[src/rtl/log2_req_arbiter.sv]
// Purpose: share one pipelined log2 unit among NUM_REQ valid/ready requesters, routing results back by tag.
// Latency: handshake at cycle t gives rsp_vld at t+LAT+1; each stall cycle adds one.
// Backpressure: a held, unaccepted response drops u_en, freezing the unit and blocking new grants.

// In-order tag store: remembers which requester issued each in-flight operation.
module log2_tag_fifo #(
  parameter int WIDTH = 2,
  parameter int DEPTH = 8
) (
  input  logic             clk,
  input  logic             rst_n,
  input  logic             push,
  input  logic [WIDTH-1:0] push_dat,
  input  logic             pop,
  output logic [WIDTH-1:0] pop_dat,
  output logic             empty
);
  localparam int PW = (DEPTH > 1) ? $clog2(DEPTH) : 1;
  localparam int CW = $clog2(DEPTH + 1);
  localparam logic [PW-1:0] LAST = PW'(DEPTH - 1);
  localparam logic [CW-1:0] FULL_CNT = CW'(DEPTH);

  logic [WIDTH-1:0] mem [DEPTH];
  logic [PW-1:0]    wr_ptr;
  logic [PW-1:0]    rd_ptr;
  logic [CW-1:0]    count;
  logic             do_push;
  logic             do_pop;

  assign do_pop  = pop & (count != '0);
  assign do_push = push & ((count != FULL_CNT) | do_pop);
  assign empty   = (count == '0);
  assign pop_dat = mem[rd_ptr];

  // Pointer and occupancy bookkeeping; simultaneous push and pop leave count unchanged.
  always_ff @(posedge clk or negedge rst_n) begin
    if (!rst_n) begin
      wr_ptr <= '0;
      rd_ptr <= '0;
      count  <= '0;
    end else begin
      if (do_push) wr_ptr <= (wr_ptr == LAST) ? '0 : wr_ptr + 1'b1;
      if (do_pop)  rd_ptr <= (rd_ptr == LAST) ? '0 : rd_ptr + 1'b1;
      if (do_push && !do_pop)      count <= count + 1'b1;
      else if (do_pop && !do_push) count <= count - 1'b1;
    end
  end

  // Storage array; contents are don't-care until written.
  always_ff @(posedge clk) begin
    if (do_push) mem[wr_ptr] <= push_dat;
  end
endmodule

module log2_req_arbiter #(
  parameter int NUM_REQ    = 4,
  parameter int DATA_WIDTH = 32,
  parameter int LAT        = 6,
  parameter int TAG_DEPTH  = 8
) (
  input  logic                          clk,
  input  logic                          rst_n,
  input  logic [NUM_REQ-1:0]            req_vld,
  output logic [NUM_REQ-1:0]            req_rdy,
  input  logic [NUM_REQ*DATA_WIDTH-1:0] req_data,
  output logic [NUM_REQ-1:0]            rsp_vld,
  input  logic [NUM_REQ-1:0]            rsp_rdy,
  output logic [DATA_WIDTH-1:0]         rsp_data,
  output logic [DATA_WIDTH-1:0]         u_operand,
  output logic                          u_vld_in,
  output logic                          u_en,
  input  logic [DATA_WIDTH-1:0]         u_result,
  input  logic                          u_vld_out,
  output logic                          busy,
  output logic                          err_unexpected
);
  localparam int IW        = $clog2(NUM_REQ);
  localparam int CW        = $clog2(TAG_DEPTH + 1);
  localparam int MIN_DEPTH = LAT + 1;
  localparam logic [IW-1:0] LAST_REQ  = IW'(NUM_REQ - 1);
  localparam logic [CW-1:0] CREDIT_LIM = CW'(TAG_DEPTH);

  // The credit limit must cover every stage of the unit plus the hold register.
  if (TAG_DEPTH < MIN_DEPTH) begin : g_bad_depth
    $error("log2_req_arbiter: TAG_DEPTH must be at least LAT+1");
  end
  if (NUM_REQ < 2 || NUM_REQ > 8) begin : g_bad_num_req
    $error("log2_req_arbiter: NUM_REQ must be in 2..8");
  end

  logic [IW-1:0]         rr_ptr;
  logic [CW-1:0]         inflight;
  logic                  hold_full;
  logic [IW-1:0]         hold_tag;
  logic [DATA_WIDTH-1:0] hold_data;

  logic                  grant_found;
  logic [IW-1:0]         grant_idx;
  logic [IW-1:0]         cand;
  logic                  can_issue;
  logic                  issue;
  logic                  rsp_fire;
  logic                  tag_empty;
  logic [IW-1:0]         pop_tag;
  logic                  result_seen;
  logic                  capture;
  logic                  unexpected;

  assign rsp_fire    = hold_full & rsp_rdy[hold_tag];
  assign u_en        = ~hold_full | rsp_fire;
  assign can_issue   = u_en & (inflight < CREDIT_LIM);
  // Grants are suppressed while reset is held so the unit never sees a stray vld_in.
  assign issue       = rst_n & can_issue & grant_found;
  assign u_vld_in    = issue;
  assign result_seen = u_en & u_vld_out;
  assign capture     = result_seen & ~tag_empty;
  assign unexpected  = result_seen & tag_empty;
  assign busy        = (inflight != '0) | hold_full;
  assign rsp_data    = hold_data;

  // Round-robin search starting at the pointer, wrapping modulo NUM_REQ.
  always_comb begin
    grant_found = 1'b0;
    grant_idx   = '0;
    cand        = '0;
    for (int k = 0; k < NUM_REQ; k++) begin
      cand = IW'((int'(rr_ptr) + k) % NUM_REQ);
      if (!grant_found && req_vld[cand]) begin
        grant_found = 1'b1;
        grant_idx   = cand;
      end
    end
  end

  // Decode the issued grant into the one-hot ready and the operand mux.
  always_comb begin
    req_rdy   = '0;
    u_operand = '0;
    if (issue) begin
      req_rdy[grant_idx] = 1'b1;
      u_operand          = req_data[grant_idx*DATA_WIDTH +: DATA_WIDTH];
    end
  end

  // The hold register presents its result only to the lane that issued it.
  always_comb begin
    rsp_vld           = '0;
    rsp_vld[hold_tag] = hold_full;
  end

  log2_tag_fifo #(
    .WIDTH (IW),
    .DEPTH (TAG_DEPTH)
  ) u_tag_fifo (
    .clk      (clk),
    .rst_n    (rst_n),
    .push     (issue),
    .push_dat (grant_idx),
    .pop      (capture),
    .pop_dat  (pop_tag),
    .empty    (tag_empty)
  );

  // Pointer advances past the lane just served; it holds when nothing issues.
  always_ff @(posedge clk or negedge rst_n) begin
    if (!rst_n) begin
      rr_ptr <= '0;
    end else if (issue) begin
      rr_ptr <= (grant_idx == LAST_REQ) ? '0 : grant_idx + 1'b1;
    end
  end

  // In-flight credits are held from issue until the response is accepted.
  always_ff @(posedge clk or negedge rst_n) begin
    if (!rst_n) begin
      inflight <= '0;
    end else if (issue && !rsp_fire) begin
      inflight <= inflight + 1'b1;
    end else if (rsp_fire && !issue) begin
      inflight <= inflight - 1'b1;
    end
  end

  // Result capture wins over a same-cycle accept, allowing back-to-back responses.
  always_ff @(posedge clk or negedge rst_n) begin
    if (!rst_n) begin
      hold_full <= 1'b0;
      hold_tag  <= '0;
      hold_data <= '0;
    end else if (capture) begin
      hold_full <= 1'b1;
      hold_tag  <= pop_tag;
      hold_data <= u_result;
    end else if (rsp_fire) begin
      hold_full <= 1'b0;
    end
  end

  // A result with no outstanding tag is dropped and flagged until reset.
  always_ff @(posedge clk or negedge rst_n) begin
    if (!rst_n) begin
      err_unexpected <= 1'b0;
    end else if (unexpected) begin
      err_unexpected <= 1'b1;
    end
  end
endmodule

[config.mk]
export PLATFORM = sky130hd
export DESIGN_NAME = log2_req_arbiter
export DESIGN_NICKNAME = d
export VERILOG_FILES = /design/src/rtl/log2_req_arbiter.sv
export SDC_FILE = /design/constraint.sdc
export NUM_CORES = 1
export LEC_CHECK = 0
export BUFFER_PORTS_ARGS = -buffer_cell sky130_fd_sc_hd__buf_2
export CAP_MARGIN = 20
export CORE_MARGIN = 3
export CORE_UTILIZATION = 53
export CTS_CLUSTER_SIZE = 40
export DETAILED_ROUTE_END_ITERATION = 6
export GPL_ROUTABILITY_DRIVEN = 0
export GPL_TIMING_DRIVEN = 0
export MAX_ROUTING_LAYER = met4
export PLACE_DENSITY = 0.95
export SLEW_MARGIN = 10
export SYNTH_ARGS = -nofsm -noshare
export SYNTH_HDL_FRONTEND = slang
export SYNTH_HIERARCHICAL = 1
export SYNTH_SLANG_ARGS = --single-unit
[constraint.sdc]
create_clock -name clk -period 6.5 [get_ports clk]
set_clock_uncertainty 0.1 [all_clocks]
set_input_delay 0.975 -clock clk [delete_from_list [all_inputs] [get_ports clk]]
set_output_delay 0.975 -clock clk [all_outputs]
set_load 0.01 [all_outputs]
# --- Yosys cells after proc, flatten, opt, wreduce, memory -nomap -nowiden ---
# Memories as Yosys holds them, arrays and structs flattened. A register that Yosys moved wholly into a read port is not among the register bits.
# Index checks and enable logic that the tools add are counted.
totals:
  memories: 1
  mem_bits_rw: 16
  register_bits: 50
  in_bits: 171
  word_cells: 106
  out_inout_bits: 76
classes:
  n_eq_ne: 4
  order_cmp: 9
  bitwise: 15
  n_addsub: 10
  reduce_logical: 23
  n_mux: 35
  shifts: 1
memory_table:
  columns: ["memory", "words", "word_bits", "read_ports", "rd_ports_with_merged_regs", "write_ports", "line", "rtl"]
  rows:
  - ["u_tag_fifo.mem", 8, 2, 1, 1, 1, "23", "logic [WIDTH-1:0] mem [DEPTH];"]
op_table:
  columns: ["operator", "count"]
  rows:
  - ["$shiftx 128x8->32", 1]
  - ["$mux 32", 1]
  - ["$mux 4", 5]
  - ["$lt 2x3->1 const B", 6]
  - ["$mux 1", 15]
  - ["$bmux 1 s2", 5]
  - ["$mux 2", 5]
  - ["$and 1x1->1", 9]
  - ["$logic_and 1x1->1", 9]
  - ["$add 4x1->4 const B", 2]
  - ["$logic_not 1->1", 8]
  - ["$reduce_bool 4->1", 2]
  - ["$sub 4x1->4 const B", 2]
  - ["$add 3x1->3 const B", 2]
  - ["$eq 3x3->1 const B", 2]
  - ["$mux 3", 2]
  - ["$reduce_bool 2->1", 3]
  - ["$add 2x1->2 const B", 2]
  - ["$add 2x2->2 const B", 2]
  - ["$and 4x4->4", 1]
  - ["$demux 1 s2", 2]
  - ["$ge 2x1->1 const B", 2]
  - ["$logic_not 4->1", 1]
  - ["$lt 4x4->1 const B", 1]
  - ["4 further kinds", 7]

# --- Depth between registers and ports, before layout ---
# Gate-level depths: netlist of the first run.
depth:
  ltp_word: 18
  ltp_mapped: 14
  mapped_depth_nobuf: 12

# --- Hierarchy ---
# Netlist of the first run, hierarchy kept.
modules_own_cells:
  columns: ["mod", "instances", "area_each_um2", "seq_area_each_um2", "cells_each"]
  rows:
  - ["log2_req_arbiter", 1, 4650.7, 1051.0, 562]
  - ["log2_tag_fifo", 1, 1300.0, 730.7, 90]

# --- Worst setup path before layout of the first run ---
# No wires, ideal clock.
synth_timing:
  path_kind: "input port to flip-flop"
  startpoint: "input port rsp_rdy[1]"
  endpoint: "register u_tag_fifo.count[3]"
  path_slack_ns: 2.498
  required_time_ns: 6.269
  t_arrival_ns: 3.771
  path_buffers: 2
  cell_stages: 14
  setup_time_ns: 0.131
  cell_sequence: "mux2_4 o22a_4 and3b_1 buf_6 buf_12 nand2b_1 o21ai_4 inv_1 ha_1 inv_1 ha_1 or4_1 o211ai_1 o211ai_1"
synth_between:
  elab_chain_len: 12
  word_cells_on_any_way: 18
  cone_classes: "3 x mux; 10 x bitwise; 5 x reduce/logical"
synth_lines:
  columns: ["element", "line", "rtl"]
  rows:
  - ["start, declared", "67", "input logic [NUM_REQ-1:0] rsp_rdy,"]
  - ["$bmux 1 s2 (*)", "109", "assign rsp_fire = hold_full & rsp_rdy[hold_tag];"]
  - ["$mux 1 (not written as such) (*)", "109", null]
  - ["$and 1x1->1 (*)", "109", null]
  - ["$or 1x1->1 (*)", "110", "assign u_en = ~hold_full | rsp_fire;"]
  - ["net u_en", "71", "output logic u_en,"]
  - ["$and 1x1->1 (*)", "115", "assign result_seen = u_en & u_vld_out;"]
  - ["$and 1x1->1 (*)", "116", "assign capture = result_seen & ~tag_empty;"]
  - ["net capture", "106", "logic capture;"]
  - ["$and 1x1->1 (*)", "30", "assign do_pop = pop & (count != '0);"]
  - ["$or 1x1->1 (*)", "31", "assign do_push = push & ((count != FULL_CNT) | do_pop);"]
  - ["$and 1x1->1 (*)", "31", null]
  - ["net u_tag_fifo.do_push", "27", "logic do_push;"]
  - ["$logic_not 1->1", "45", "else if (do_pop && !do_push) count <= count - 1'b1;"]
  - ["$logic_and 1x1->1", "45", null]
  - ["$reduce_bool 2->1 (no line)", null, null]
  - ["end signal, assigned", "44", "if (do_push && !do_pop) count <= count + 1'b1;"]
  - ["end signal, assigned", "45", null]
  - ["end, declared", "26", "logic [CW-1:0] count;"]
# The timed path passes the listed nets; every way through them passes the cells marked *. The select of a mux whose other input is x is not followed.
# A chain may end at the register's enable or synchronous reset.

# --- Worst setup path after layout of the first run ---
layout_timing:
  startpoint: "input port req_vld[2]"
  endpoint: "output port req_rdy[0]"
layout_between:
  elab_chain_len: 17
  word_cells_on_any_way: 29
  cone_classes: "2 x order compare; 19 x mux; 1 x bitwise; 7 x reduce/logical"
layout_lines:
  columns: ["element", "line", "rtl"]
  rows:
  - ["start, declared", "63", "input logic [NUM_REQ-1:0] req_vld,"]
  - ["$bmux 1 s2", "128", "if (!grant_found && req_vld[cand]) begin"]
  - ["$mux 1 (not written as such)", "128", null]
  - ["$mux 1", "128", null]
  - ["$logic_not 1->1", "128", null]
  - ["$logic_and 1x1->1", "128", null]
  - ["$mux 1", "128", null]
  - ["$logic_not 1->1", "128", null]
  - ["$logic_and 1x1->1", "128", null]
  - ["[2 not listed]", null, null]
  - ["$logic_and 1x1->1", "128", null]
  - ["$mux 2 (*)", "128", null]
  - ["net grant_idx[0]", "98", "logic [IW-1:0] grant_idx;"]
  - ["$lt 2x3->1 (not written as such) or $ge 2x1->1 (tied branches)", "140", "req_rdy[grant_idx] = 1'b1;"]
  - ["$logic_and 1x1->1 (not written as such)", "140", null]
  - ["$mux 1 (not written as such)", "140", null]
  - ["$demux 1 s2 (*)", "140", null]
  - ["$mux 4 (*)", "139", "if (issue) begin"]
  - ["end, declared", "64", "output logic [NUM_REQ-1:0] req_rdy,"]
# Marks and branches as above.

==> flow_summary.yaml, run 1 <==
synthesis:
  yosysUniqueCellTypes: 49
  synth_area_leader_cell: "dfrtp_1"
  synth_edf_count: 16
  synthesis.instances: 652
  ys.flop_type: "dfrtp_1"
  yosysTopAreaCellShare_pct: 21.9
  yosysMostFrequentCell: "inv_1"
  async_reset_ff_share_pct: 76.5
  synth_fp_nets: 839
  ys_ff_latch: 68
  synth_top_cells_by_count: "inv_1, nand2_1, a211oi_1, a311oi_1, o2bb2ai_1"
  syn_area_um2: 5950
  syn_avg_cell_area_um2: 9.13
  yosysSeqAreaShare_pct: 29.9
  ys.warnings.count: 6
  synthTopCellsByArea: "dfrtp_1, a311oi_1, o2bb2ai_1, a211oi_1, edfxtp_1"
power_and_ir_drop:
  p_per_area_nw_per_um2: 392
  ir_drop_v: 0.000273
  p_leak_nw: 3.45
  total_power_mw: 2.97
critical_path:
  cp_max_fo: 11
  worstPathRequired_ps: 5420
  critical_path_class: "primary input to primary output"
  start_kind: "primary input"
  arrival_ps: 3150
  end_kind: "primary output"
global_routing:
  grt_pass1_wl_um: 30600
  grt_usage_pct: 30.2
  antenna_found_initial: 1
  grt_remaining_overflow: 0
  first_global_vias: 6290
  grt_max_degree: 30
floorplan:
  io_pins: 247
  die_x_um: 112
  dieArea_um2: 12500
  die_h_um: 112
  row_count: 38
  start_util_pct: 54.7
  coreArea_um2: 10900
timing:
  fin_crit_sh_pct: 65.0
  fin_ws_ps: 2270
  worst_pin_slew_ps: 830
  setup_violations: 0
  fmax_mhz: 237
  hold_ws_ps: 409
  max-slew-margin-rel_pct: 44.7
  rsz0062_at_grt: "false"
  hold_viol_final: 0
  finalSetupTns_ps: 0
  finalWorstPathRequiredPeriod_ps: 4230
  drv_slew: 0
status:
  status: "finished clean"
layout:
  syn_to_final_growth_pct: 27.5
  postLayoutCoreUtil_pct: 69.7
  final_nets: 1097
  layout-drive-gt1-share_pct: 36.4
detailed_routing:
  num_vias: 6535
  wire_per_inst_um: 18.1
  drt-total-wl_um: 19100
  drc_errors: 0
  drtIter0Drc: 655
  drt_first_pass_iters: 6
  via_per_inst: 6.19
  drtAntennaViolNets: 0
placed_design:
  portBuffers: 246
  place_ws_ps: 2060
  dpl.hpwl_um: 14700
clock_network:
  cts_setup_buffers: 0
  numCtsBuffers: 9
  insertion_delay_ps: 350
  hold_buffers: 0
  clk_pin_slew_ps: 70
  cts_tree: "built"
  cts.sinks: 68
  clockBufferDepth: 2
  htreeDepth: 3
  cts_resized: 0
  root_buffer: "clkbuf_8"
min_path:
  min_path_type: "register to register"
run:
  max-cap-violations: 0
-- worst max-delay path, stage by stage --
cell and delay, ps:
buf_2 120, and3b_1 180, o21ba_2 240, buf_2 220, clkbuf_1 390, and2_1 450, inv_1 120, ha_1 190
and2_1 130, buf_2 130
-- layout make-up --
cell class                 count  area, um2
fill                         860       3300
timing repair buffer         247       1250
clock inverter                 7       83.8
clock buffer                   9        124
antenna                        1       2.50
tap                          140        175
buffer                        68        319
inverter                      72        270
multi-input combinational    444       3580
sequential                    68       1780
-- cells by family (layout without fill, tap and decap cells) --
| group | Yosys count | count (layout) | share of synthesized area [%] |
|---|---|---|---|
| compound gates | 250 | 250 | 34.1 |
| xor+xnor | 5 | 5 | 0.736 |
| fa+ha+maj | 16 | 16 | 3.62 |
| buf+inv | 140 | 403 | 9.90 |
| flops | 68 | 68 | 29.9 |
| mux | 53 | 53 | 12.6 |
| other cells | 0 | 1 | 0 |
| simple gates | 120 | 120 | 9.17 |
-- placed cells by master (no fill, tap or decap), drive strengths merged, types with 6 or more instances in the layout --
master	count
buf	264
inv	75
nand2	71
o2bb2ai	64
a211oi	64
a311oi	64
clkbuf	60
dfrtp	52
mux2	47
o22ai	32
edfxtp	16
nor2	14
ha	14
nand2b	8
nor3	7
a21oi	6
-- path summary, 6_finish.rpt --
path / endpoint / slack (ps) / startpoint / cells past startpoint
max: req_rdy[0] / 2270 / req_vld[2] / 10
min: rsp_data[10] / 410 / rsp_data[10] / 1
max reg2reg: u_tag_fifo/count[3] / 2570 / u_tag_fifo/count[0] / 14
min reg2reg: rsp_data[10] / 410 / rsp_data[10] / 1
max in group asynchronous: inflight[0] / 5220 / rst_n / 2
min in group asynchronous: rsp_data[11] / 510 / rst_n / 1
-- sequential cells by signal (all words and copies together) (netlist names) --
signal,flops
rr_ptr,2
err_unexpected,1
hold_full,1
u_tag_fifo/wr_ptr,3
hold_tag,2
u_tag_fifo/rd_ptr,3
u_tag_fifo/count,4
rsp_data,32
u_tag_fifo/mem,16
inflight,4
-- per-stage QoR --
step	std cells	cell area, um2
final	1056	7590
after global routing	1056	7590
after CTS	1055	7580
after detailed placement	1039	7380
after global placement	1038	7360
after floorplan	652	5950
-- report_power, final --
group | internal [mW] | switching, mW | total, mW | leakage, nW
combinational | 0.849 | 0.981 | 1.83 | 2.60
sequential | 0.629 | 0.156 | 0.785 | 0.756
clock | 0.184 | 0.173 | 0.357 | 0.102
total | 1.66 | 1.31 | 2.97 | 3.45
-- per-layer routing --
metal	wire (um)	track usage (%)	share of wire, %
met5	0	-	0
met4	582	11.1	3.1
met3	1810	5.33	9.5
met2	9240	49.8	48
met1	7440	37.4	39
(Power assumes the default switching activity.)
==> run 2, diff against run 1 <==
--- a/config.mk
+++ b/config.mk
@@ -8,13 +8,13 @@
 export BUFFER_PORTS_ARGS = -buffer_cell sky130_fd_sc_hd__buf_2
 export CAP_MARGIN = 20
 export CORE_MARGIN = 3
-export CORE_UTILIZATION = 53
+export CORE_UTILIZATION = 45
 export CTS_CLUSTER_SIZE = 40
 export DETAILED_ROUTE_END_ITERATION = 6
 export GPL_ROUTABILITY_DRIVEN = 0
 export GPL_TIMING_DRIVEN = 0
 export MAX_ROUTING_LAYER = met4
-export PLACE_DENSITY = 0.95
+export PLACE_DENSITY = 0.88
 export SLEW_MARGIN = 10
 export SYNTH_ARGS = -nofsm -noshare
 export SYNTH_HDL_FRONTEND = slang
==> constraint.sdc (replaced) <==
create_clock -name clk -period 3.8 [get_ports clk]
set_clock_uncertainty 0.1 [all_clocks]
set_input_delay 0.57 -clock clk [delete_from_list [all_inputs] [get_ports clk]]
set_output_delay 0.57 -clock clk [all_outputs]
set_load 0.01 [all_outputs]
==> flow_summary.yaml, run 2 (synthesis results as in run 1) <==
status:
  status: "finished clean"
critical_path:
  critical_path_class: "register to register"
  start_kind: "register"
  end_kind: "register"
  cp_max_fo: 11
  worstPathRequired_ps: 3900
  arrival_ps: 3680
clock_network:
  root_buffer: "clkbuf_16"
  insertion_delay_ps: 330
  clockBufferDepth: 2
  hold_buffers: 0
  cts_tree: "built"
  clk_pin_slew_ps: 50
  htreeDepth: 3
  cts.sinks: 68
  numCtsBuffers: 9
timing:
  fin_crit_sh_pct: 94.2
  finalSetupTns_ps: 0
  finalWorstPathRequiredPeriod_ps: 3580
  fin_ws_ps: 222
  rsz0062_at_grt: "false"
  max-slew-margin-rel_pct: 40.7
  drv_slew: 0
  hold_viol_final: 0
  fmax_mhz: 279
  worst_pin_slew_ps: 890
  setup_violations: 0
placed_design:
  dpl.hpwl_um: 14700
  dpl_cell_area_um2: 7420
  place_ws_ps: -152
  portBuffers: 246
  dpl.cell_count: 1071
floorplan:
  io_pins: 247
  die_x_um: 121
  coreArea_um2: 12800
  row_count: 41
  die_h_um: 121
  dieArea_um2: 14600
  start_util_pct: 46.6
detailed_routing:
  drc_errors: 0
  drtIter0Drc: 738
  num_vias: 6665
  drt_first_pass_iters: 6
  via_per_inst: 6.11
  drt-total-wl_um: 20100
  drtAntennaViolNets: 0
  wire_per_inst_um: 18.5
power_and_ir_drop:
  p_per_area_nw_per_um2: 707
  ir_drop_v: 0.000299
  power_frac_seq_pct: 24.6
  p_clk_share_pct: 17.6
  p_leak_nw: 3.55
  p_int_mw: 3.25
  power.switching_mw: 2.28
  swShare_pct: 41.3
  pwr-share-comb_pct: 57.8
layout:
  layout_commonest_cell: "buf_2"
  postLayoutCellArea_um2: 7820
  largest_reg_flops: 32
  fillers: 1036
  layout_common_cells: "buf_2, inv_1, nand2_1"
  syn_to_final_growth_pct: 31.4
  num_antenna_cells: 0
  layout.cells.non_filler: 1090
  final_nets: 1100
  layout-drive-gt1-share_pct: 37.1
global_routing:
  grt_max_degree: 32
  grt_usage_pct: 26.7
  grt_pass1_wl_um: 30900
  grt_remaining_overflow: 0
  antenna_found_initial: 0
  first_global_vias: 6185
run:
  max-cap-violations: 0
min_path:
  min_path_type: "primary input to asynchronous set/reset pin"
run 2: cell types whose count changed in the layout (fill, tap and decap cells not counted), sizes merged:
cell,previous run,this run
inv,75,72
clkinvlp,1,0
diode,1,0
clkbuf,60,65
buf,264,267
bufinv,1,2
clkinv,2,0
run 2: critical path, stage by stage (launching register included):
cell	delay, ps
dfrtp_2	440
mux2_4	330
o22a_4	300
and3b_1	190
buf_6	160
buf_12	160
nand2b_1	200
o21ai_4	190
inv_1	60
ha_2	220
inv_2	90
ha_1	290
or4_1	520
o211ai_1	100
o211ai_1	100
run 2: path summary, 6_finish.rpt:
path                            cells past startpoint                  end      startpoint  slack, ps
max in group asynchronous                           2          hold_tag[1]           rst_n       2790
worst min-delay path                                1          rsp_data[4]           rst_n        220
worst max-delay path                               14  u_tag_fifo/count[3]     hold_tag[1]        220
min in group clk                                    2         rsp_data[10]    u_result[10]        370
worst min register to register                      1       err_unexpected  err_unexpected        390
worst max register to register                     14  u_tag_fifo/count[3]     hold_tag[1]        220
run 2: stage by stage:
stage / total power, mW / hold WS (ps) / utilization [%]
2_1_floorplan: 3.47 / 174 / -
3_3_place_gp: 4.33 / 345 / 57.9
3_5_place_dp: 4.43 / 361 / 58.1
4_1_cts: 5.49 / 246 / 61.1
5_1_grt: 5.86 / 282 / 61.2
6_report: 5.53 / 218 / 61.2
run 2: layout make-up:
type / count / area [um2] / share of cell area [%]
plain buffers: 68 / 319 / 4.08
clock buffers: 14 / 305 / 3.90
clock inverters: 2 / 60.1 / 0.768
inverters: 72 / 270 / 3.46
multi-input cells: 444 / 3580 / 45.8
flip-flops and latches: 68 / 1780 / 22.8
well taps: 172 / 215 / 2.75
repair buffers: 250 / 1280 / 16.4
run 2: timing repair:
item                                    4_1_cts  5_1_grt
pin swaps                                     1        0
endpoints found under the setup margin        1        5
gates resized for setup                       1        4
endpoints found under the hold margin         0        0
buffers inserted                              1        2
run 2: per-layer routing:
metal | part of all wire [%] | GRT usage, % | vias to the layer above | wire (um)
met5 | 0 | - | - | 0
met3 | 9.3 | 3.45 | 57 | 1870
met4 | 2.9 | 8.64 | 0 | 581
met2 | 48 | 44.2 | 432 | 9740
li1 | - | - | 3036 | -
met1 | 39 | 34.2 | 3140 | 7940
run 2: power by group through the flow:
stage / Combinational (mW) / Sequential, mW / Clock [mW]
after floorplan: 2.08 / 1.39 / 0
after global placement: 3.01 / 1.32 / 0
after detailed placement: 3.08 / 1.35 / 0
after CTS: 3.15 / 1.35 / 0.986
after global routing: 3.45 / 1.39 / 1.02
final: 3.19 / 1.36 / 0.973
==> run 3, diff against run 2 <==
--- a/config.mk
+++ b/config.mk
@@ -7,6 +7,7 @@
 export LEC_CHECK = 0
 export BUFFER_PORTS_ARGS = -buffer_cell sky130_fd_sc_hd__buf_2
 export CAP_MARGIN = 20
+export CORE_ASPECT_RATIO = 1.4
 export CORE_MARGIN = 3
 export CORE_UTILIZATION = 45
 export CTS_CLUSTER_SIZE = 40
==> constraint.sdc (replaced) <==
create_clock -name clk -period 3.1 [get_ports clk]
set_clock_uncertainty 0.1 [all_clocks]
set_input_delay 0.465 -clock clk [delete_from_list [all_inputs] [get_ports clk]]
set_output_delay 0.465 -clock clk [all_outputs]
set_load 0.01 [all_outputs]
==> flow_summary.yaml, run 3 (synthesis results as in run 1) <==
status:
  status: "finished clean"
global_routing:
  grt_usage_pct: 28.1
  first_global_vias: 6600
  grt_max_degree: 32
  grt_pass1_wl_um: 31900
  antenna_found_initial: 1
  grt_remaining_overflow: 0
layout:
  layout.cells.non_filler: 1085
  layout_common_cells: "buf_2, nand2_1, inv_1"
  final_nets: 1112
  layout_commonest_cell: "buf_2"
  largest_reg_flops: 32
  layout-drive-gt1-share_pct: 42.0
  syn_to_final_growth_pct: 34.0
critical_path:
  cp_max_fo: 4
  end_kind: "register"
  worstPathRequired_ps: 3210
  start_kind: "register"
  arrival_ps: 3190
  rr_worst_depth: 13
  crit_start: "hold_tag[1]"
  r2r_start: "hold_tag[1]"
  critical_path_class: "register to register"
timing:
  setup_violations: 0
  finalSetupTns_ps: 0
  fin_crit_sh_pct: 99.6
  drv_slew: 0
  fin_ws_ps: 13.1
  max-slew-margin-rel_pct: 33.9
  finalWorstPathRequiredPeriod_ps: 3090
  fmax_mhz: 324
  hold_viol_final: 0
  rsz0062_at_grt: "true"
  worst_pin_slew_ps: 988
clock_network:
  cts.sinks: 68
  cts_tree: "built"
  numCtsBuffers: 9
  insertion_delay_ps: 330
  root_buffer: "clkbuf_16"
  htreeDepth: 3
  clockBufferDepth: 2
  clk_pin_slew_ps: 50
detailed_routing:
  wire_per_inst_um: 19.8
  drt-total-wl_um: 21500
  num_vias: 6684
  drtIter0Drc: 429
  drtAntennaViolNets: 0
  drc_errors: 0
  via_per_inst: 6.16
  drt_first_pass_iters: 6
power_and_ir_drop:
  p_per_area_nw_per_um2: 860
  total_power_mw: 6.86
  p_leak_nw: 3.66
  ir_drop_v: 0.000429
placed_design:
  dpl.cell_count: 1052
  portBuffers: 246
  dpl.hpwl_um: 15600
  place_ws_ps: -526
floorplan:
  dieArea_um2: 14700
  row_count: 49
  die_h_um: 142
  io_pins: 247
  coreArea_um2: 12900
  start_util_pct: 46.2
  die_x_um: 103
min_path:
  min_path_type: "primary input to asynchronous set/reset pin"
run:
  max-cap-violations: 0
[run 3: cell types whose count changed in the layout (fill, tap and decap cells not counted), moves of 3 or more]
| cell | before | now |
|---|---|---|
| clkbuf_2 | 0 | 18 |
| clkbuf_1 | 51 | 36 |
| buf_4 | 3 | 17 |
| a311oi_1 | 64 | 55 |
| a311oi_2 | 0 | 9 |
| buf_1 | 7 | 1 |
| clkbuf_8 | 4 | 1 |
| clkinv_2 | 0 | 3 |
| dfrtp_1 | 50 | 47 |
| dfrtp_2 | 2 | 5 |
[run 3: worst paths after layout]
kind	end	slack, ps
worst min register to register	rsp_data[16]	400
worst max register to register	u_tag_fifo/count[3]	10
worst min-delay path	rsp_data[8]	90
min in group clk	rsp_data[10]	270
max in group asynchronous	u_tag_fifo/count[2]	1450
worst max-delay path	u_tag_fifo/count[3]	10
[run 3: layout make-up]
cell class	count	area (um2)
fillers	1095	4900
multi-input cells	444	3700
flip-flops and latches	68	1790
repair buffers	265	1400
plain buffers	65	325
inverters	72	273
clock buffers	12	268
well taps	153	191
clock inverters	4	22.5
diodes	2	5.00
[run 3: per-stage QoR]
stage | instance area, um2 | util, % | hold WS [ps]
2_1_floorplan | 5980 | - | 69.4
3_3_place_gp | 7400 | 57.5 | 385
3_5_place_dp | 7420 | 57.6 | 366
4_1_cts | 7850 | 61.0 | 84.4
5_1_grt | 7970 | 61.9 | 96.4
6_report | 7980 | 62.0 | 85.4
[run 3: worst max-delay path, cell delays in order, from the launching register on]
cell and delay, ps:
dfrtp_2 440, mux2_4 320, o22a_4 230, and3b_1 190
buf_8 130, nand2b_4 150, o21ai_4 170, inv_2 60
ha_4 170, inv_4 60, ha_4 200, or4_4 480
o211ai_1 150, o211ai_1 120
[run 3: power breakdown]
group | internal [mW] | total, mW | leakage, nW | switching, mW
Sequential | 1.33 | 1.65 | 0.751 | 0.319
Combinational | 2.00 | 4.24 | 2.76 | 2.24
Clock | 0.607 | 0.967 | 0.143 | 0.360
Total | 3.94 | 6.86 | 3.66 | 2.92
[run 3: timing repair]
item,4_1_cts,5_1_grt
hold buffers,2,0
gates resized for setup,22,34
hold endpoints to repair,21,0
pin swaps,3,5
setup endpoints to repair,19,38
setup buffers,11,5
[run 3: layer usage]
metal  track usage [%]  vias to the layer above  routed length [um]
met5                 -                        -                   0
met4              13.4                        0                 884
met3              4.90                       77                1730
met2              49.6                      418               11100
met1              29.7                     3143                7710
li1                  -                     3046                   -
